--- src/rtl/uart_tx_arb.sv ---
// Round-robin arbiter and launch sequencer sharing one uart_tx between the CPU
// output port (requester 0) and the monitor/dump engine (requester 1).
module uart_tx_arb #(
    parameter int unsigned TIMEOUT = 8
) (
    input  logic       clk,
    input  logic       reset,
    input  logic       req0,
    input  logic [7:0] byte0,
    output logic       ack0,
    output logic       done0,
    input  logic       req1,
    input  logic [7:0] byte1,
    output logic       ack1,
    output logic       done1,
    output logic [7:0] tx_byte,
    output logic       tx_enable,
    input  logic       tx_rdy,
    output logic       busy,
    output logic       owner,
    output logic       err
);

    localparam logic [2:0] S_IDLE    = 3'd0;
    localparam logic [2:0] S_START   = 3'd1;
    localparam logic [2:0] S_WAIT_LO = 3'd2;
    localparam logic [2:0] S_WAIT_HI = 3'd3;
    localparam logic [2:0] S_DONE    = 3'd4;

    localparam logic [3:0] TIMEOUT_CNT = 4'(TIMEOUT);

    logic [2:0] r_state;
    logic [7:0] r_tx_byte;
    logic       r_owner;
    logic       r_last;
    logic [3:0] r_cnt;
    logic       r_err;

    logic       w_grant;
    logic       w_winner;

    // On a tie the requester that did not finish most recently wins.
    always_comb begin
        w_winner = req1;
        if (req0 && req1) begin
            w_winner = ~r_last;
        end
        w_grant = (r_state == S_IDLE) && tx_rdy && (req0 || req1);
    end

    always_ff @(posedge clk) begin
        if (reset) begin
            r_state   <= S_IDLE;
            r_tx_byte <= '0;
            r_owner   <= 1'b0;
            r_last    <= 1'b1;
            r_cnt     <= '0;
            r_err     <= 1'b0;
        end else begin
            case (r_state)
                S_IDLE: begin
                    if (w_grant) begin
                        r_tx_byte <= w_winner ? byte1 : byte0;
                        r_owner   <= w_winner;
                        r_state   <= S_START;
                    end
                end
                S_START: begin
                    r_cnt   <= '0;
                    r_state <= S_WAIT_LO;
                end
                S_WAIT_LO: begin
                    // Abort compares the registered count so done lands TIMEOUT+2 after launch.
                    if (!tx_rdy) begin
                        r_state <= S_WAIT_HI;
                    end else if (r_cnt == TIMEOUT_CNT) begin
                        r_err   <= 1'b1;
                        r_last  <= r_owner;
                        r_state <= S_DONE;
                    end else begin
                        r_cnt <= r_cnt + 4'd1;
                    end
                end
                S_WAIT_HI: begin
                    if (tx_rdy) begin
                        r_last  <= r_owner;
                        r_state <= S_DONE;
                    end
                end
                S_DONE: begin
                    r_state <= S_IDLE;
                end
                default: begin
                    r_state <= S_IDLE;
                end
            endcase
        end
    end

    // Strobes decode from registered state only; no path from req*/tx_rdy.
    assign tx_enable = (r_state == S_START);
    assign ack0      = (r_state == S_START) && !r_owner;
    assign ack1      = (r_state == S_START) &&  r_owner;
    assign done0     = (r_state == S_DONE)  && !r_owner;
    assign done1     = (r_state == S_DONE)  &&  r_owner;
    assign busy      = (r_state != S_IDLE);
    assign owner     = r_owner;
    assign tx_byte   = r_tx_byte;
    assign err       = r_err;

endmodule

--- config.mk ---
export PLATFORM = sky130hd
export DESIGN_NAME = uart_tx_arb
export DESIGN_NICKNAME = d
export VERILOG_FILES = /design/src/rtl/uart_tx_arb.sv
export SDC_FILE = /design/constraint.sdc
export NUM_CORES = 1
export LEC_CHECK = 0
export CAP_MARGIN = 0
export CORE_MARGIN = 8
export CORE_UTILIZATION = 44
export CTS_BUF_LIST = sky130_fd_sc_hd__clkbuf_16
export DETAILED_ROUTE_END_ITERATION = 8
export PLACE_DENSITY = 0.82
export SYNTH_ARGS = -nofsm -noshare
export SYNTH_HDL_FRONTEND = slang
export SYNTH_SLANG_ARGS = --single-unit
--- constraint.sdc ---
create_clock -name clk -period 2.5 [get_ports clk]
set_input_delay 0.375 -clock clk [delete_from_list [all_inputs] [get_ports clk]]
set_output_delay 0.375 -clock clk [all_outputs]
set_load 0.05 [all_outputs]
# After elaboration in Yosys (flattened, before gate mapping)
# Index checks and enable logic that the tools add are counted.
# W data, S select, Z words.
totals:
  in_bits: 21
  mem_count: 0
  latchBits: 0
  regBits: 18
  word_cells: 51
  output_inout_bits: 16
  ramBits: 0
  mem_bits_ro: 0
classes:
  addsub: 1
  order_cmp: 0
  n_eq_ne: 11
  multipliers: 0
  div: 0
  reduce_logical: 18
  muxes: 14
  n_bitwise: 1
  shift: 0
ops:
  columns: ["operator", "count"]
  rows:
  - ["$mux W3", 4]
  - ["$pmux W3 S4", 1]
  - ["$ne A2 B2 Y1 const B", 5]
  - ["$reduce_and A3 Y1", 3]
  - ["$mux W4", 2]
  - ["$mux W8", 1]
  - ["$pmux W4 S2", 1]
  - ["$logic_and A1 B1 Y1", 7]
  - ["$eq A3 B2 Y1 const B", 2]
  - ["$add A4 B1 Y4 const B", 1]
  - ["$eq A4 B4 Y1 const B", 1]
  - ["$mux W1", 4]
  - ["$reduce_and A4 Y1", 1]
  - ["$reduce_bool A2 Y1", 2]
  - ["$eq A3 B1 Y1 const B", 1]
  - ["$eq A3 B3 Y1 const B", 1]
  - ["$logic_not A3 Y1", 1]
  - ["$ne A3 B3 Y1 const B", 1]
  - ["$reduce_bool A3 Y1", 1]
  - ["$pmux W1 S2", 1]
  - ["$reduce_and A2 Y1", 1]
  - ["$logic_not A1 Y1", 1]
  - ["$logic_or A1 B1 Y1", 1]
  - ["$not A1 Y1", 1]

# Longest topological paths before layout
depth:
  word_depth: 5
  mapped_depth: 5
  depth_no_buf: 5

# Worst setup path before layout
# No wires, ideal clock.
synth_path:
  kind: "flip-flop to output port"
  start: "reg r_owner, in the netlist owner"
  end: "out done0"
  path_buffers: 0
  arrival_time_ps: 2072
  stages_incl_launch_ff: 2
  setup_slack_ps: 53
  required_time_ps: 2125
  path_cell_list: "dfxtp_1 -> nor4_1"
synth_between:
  elab_chain_cells: 2
synth_rtl:
  columns: ["element", "line", "source"]
  rows:
  - ["start: declaration", "34", "logic r_owner;"]
  - ["start signal: assignment", "64", "r_owner <= w_winner;"]
  - ["$logic_not A1 Y1", "104", "assign done0 = (r_state == S_DONE) && !r_owner;"]
  - ["$logic_and A1 B1 Y1", "104", null]
  - ["end: declaration", "11", "output logic done0,"]
# Every way passes these cells.

# Worst setup path in the final report
layout_path:
  start: "reg r_state[0]"
  end: "out tx_enable"
layout_between:
  elab_chain_cells: 1
layout_rtl:
  columns: ["element", "line", "source"]
  rows:
  - ["start: declaration", "32", "logic [2:0] r_state;"]
  - ["start signal: assignment", "53", "r_state <= S_IDLE;"]
  - ["start signal: assignment", "65", "r_state <= S_START;"]
  - ["start signal: assignment", "70", "r_state <= S_WAIT_LO;"]
  - ["$eq A3 B1 Y1", "101", "assign tx_enable = (r_state == S_START);"]
  - ["end: declaration", "17", "output logic tx_enable,"]
# Every way passes these cells.

==> key figures <==
Outcome
  • Outcome: complete, no violations

Floorplan
  • IO Pins: 37
  • Die W: 61.0 um
  • Vert. Die Dim: 61.0 um
  • Initial core utilization: 45.8%
  • Core outline area: 1940 um^2
  • Die area: 3720 um^2
  • Site Rows: 16

GRT
  • Vias in the first global route: 975
  • Largest net degree at the start of global routing: 14
  • Initial antenna violation count: 0
  • All-layer global routing usage: 15.1%
  • Global-route wire length before repair: 4200 um
  • Global route total overflow: 0

Logic synthesis
  • Netlist cell types: 34
  • Synth area leader: dfxtp_1
  • Mean Syn Cell Area: 8.16 um^2
  • Post-Syn Nets: 132
  • Mapped cell area: 890 um^2
  • Top-area cell type share of the netlist area: 40.5%
  • Top area cells in the synthesized netlist: dfxtp_1 41%, a311oi_1 7.9%, nand2_1 7.6%, a21oi_1 6.8%, mux2i_1 3.4%
  • Synth Register Bits: 18
  • Sequential-to-total area share from yosys stat: 40.5%
  • Post-Syn Instances: 109
  • Ys Warns: 0

Place
  • DP Area: 1280 um^2
  • Routability cong.: 0.815
  • PortBufs: 36
  • DP HPWL: 2020 um
  • Place WS: 0.375 ns

Layout
  • Share of cells above drive strength 1: 8.22%
  • # nets final: 171
  • Most frequent cells in the layout: 34 x clkdlybuf4s50_1, 18 x nand2_1, 18 x dfxtp_1
  • Area Overhead vs Synth: 52.9%
  • Most common cell after layout, fill and taps aside: clkdlybuf4s50_1
  • Fin area: 1360 um^2
  • ANT cells: 0

Drt
  • Via/cell ratio: 5.55
  • DRT Wirelength: 2630 um
  • DRT antenna net count: 0
  • First drt pass iteration count: 4
  • Starting DRC count in detailed routing: 21
  • # DRC: 0
  • Vias: 961
  • WL/cell: 15.2 um

Worst hold path
  • Worst Hold Path EP: r_cnt[0]$_SDFFE_PP0P_
  • Worst hold path depth: 1
  • Class of the worst hold path: reg2reg
  • Hold wc startpoint: r_cnt[0]$_SDFFE_PP0P_

Power and ir drop
  • Power Total: 854 uW
  • Static Leak: 0.000553 uW
  • Pwr dens: 628 nW/um^2
  • Maximum VDD drop: 0.492 mV

Timing
  • Final worst-path cycle share: 95.5%
  • Fmax: 419 MHz
  • Final hold vios: 0
  • Minimum clock period: 2.39 ns
  • Final Max Tran Viols: 0
  • Slew @ Worst Pin: 0.546 ns
  • RSZ-0062 raised after global routing: false
  • Worst setup margin: 0.112 ns
  • Final setup violation count: 0
  • Slew HR: 63.4%
  • Setup TNS: 0 ns
  • Clk_skew: 0.000899 ns

Critical path
  • Largest incremental delay on the critical path: 0.80 ns
  • Startpoint Class: flip-flop
  • Launching point of the worst reg2reg path: r_state[0]$_SDFFE_PP0P_
  • Critical Path RT: 2.12 ns
  • R2R depth: 5
  • Maximum net fanout on the critical path: 7
  • CP Capture Type: output port
  • Setup slack, reg-to-reg: 0.85 ns
  • WP data arrival: 2.01 ns
  • Cell Chain, Critical Path: or3b_4 -> inv_2 -> clkdlybuf4s50_1
  • Cell at the slowest stage of the critical path: clkdlybuf4s50_1
  • CP Class: reg2out
  • End of the worst register-to-register path: tx_byte[2]$_SDFFE_PP0P_

Clock network
  • PostCTS Resize Cnt: 0
  • Worst-Skew Late Latency: 0.24 ns
  • Clock tree from TritonCTS: yes
  • Clock sink count: 18
  • Hold_buf cts: 0
  • CTS Buffer Depth: 2
  • H-tree Lvls: 1
  • Clock Pin Slew Worst Setup and Hold Paths: 0.05 ns
  • Clock Tree Root: clkbuf_16
  • Post-CTS setup buffers: 0
  • CTS Buf Count: 3

Flow run
  • Max cap viols: 0
-- kinds of logic (layout without fill, tap and decap cells) --
kind of cell               Yosys count  in the layout  share of synthesized area [%]
AOI/OAI and AO/OA                   30             30                           23.5
and+or+nand+nor                     44             44                           24.6
buffers and inverters               12             49                           5.20
adders and majority gates            2              2                           2.81
muxes                                3              3                           3.38
DFF                                 18             18                           40.5
-- per-stage QoR --
| step | hold WS [ns] | std cells | util (%) |
|---|---|---|---|
| global placement | 0.458 | 170 | 66.2 |
| CTS | 0.484 | 173 | 70.0 |
| detailed placement | 0.471 | 170 | 66.2 |
| floorplan | 0.445 | 109 | - |
| finish | 0.487 | 173 | 70.0 |
| global route | 0.523 | 173 | 70.0 |
-- state kept, by name (all words and copies together), names as in the netlist --
| name | flops |
|---|---|
| err | 1 |
| owner | 1 |
| r_cnt | 4 |
| r_last | 1 |
| r_state | 3 |
| tx_byte | 8 |
-- cell type report --
cell class,count,area [um^2]
sequential,18,360
tap,27,33.8
fill,160,582
timing repair buffer,40,385
clock buffer,3,75.1
inverter,6,22.5
multi-input combinational,79,483
-- cells in the mapped netlist --
cell type  number
dfxtp_1        18
nand2_1        18
a21oi_1        12
a311oi_1        8
nor2_1          6
inv_1           5
nand3_1         5
clkbuf_1        4
mux2i_1         3
nor3_1          3
ha_1            2
nor4_1          2
o21ai_0         2
a211o_1         1
a211oi_1        1
a21bo_2         1
a21boi_1        1
and2_1          1
and3_1          1
and3b_1         1
buf_1           1
buf_2           1
inv_2           1
nand3b_1        1
nand4_1         1
nor2b_1         1
nor4bb_1        1
o2111ai_1       1
o211a_1         1
o21a_1          1
o2bb2ai_1       1
or3_1           1
or3b_4          1
or4_1           1
-- power breakdown --
part | leakage (uW) | internal [uW] | total (uW) | switching (uW)
Combinational | 0.000369 | 91.8 | 226 | 134
Sequential | 0.000147 | 306 | 320 | 14.4
Clock | 0.0000370 | 210 | 308 | 97.6
Total | 0.000553 | 608 | 854 | 246
-- layer usage --
metal / wire length, um / track usage, %
met1: 1100 / 16.1
met4: 55 / 7.31
met3: 213 / 5.51
met2: 1260 / 25.6
met5: 0 / 0
-- worst max-delay path: cells and delay by family, from the launching register on --
kind	cells	cell delay (ns)
buffers and inverters	2	0.90
AND/OR/NAND/NOR	1	0.44
flip-flops	1	0.43
-- worst max-delay path by stage --
| stage | end | depth (start not counted) | startpoint |
|---|---|---|---|
| CTS | tx_enable | 3 | r_state[0]$_SDFFE_PP0P_ |
| detailed placement | tx_enable | 3 | r_state[0]$_SDFFE_PP0P_ |
| floorplan | done0 | 1 | owner$_SDFFE_PP0P_ |
| global placement | ack0 | 3 | r_state[0]$_SDFFE_PP0P_ |
| global route | tx_enable | 3 | r_state[0]$_SDFFE_PP0P_ |
| finish | tx_enable | 3 | r_state[0]$_SDFFE_PP0P_ |
(Power assumes the default switching activity.)
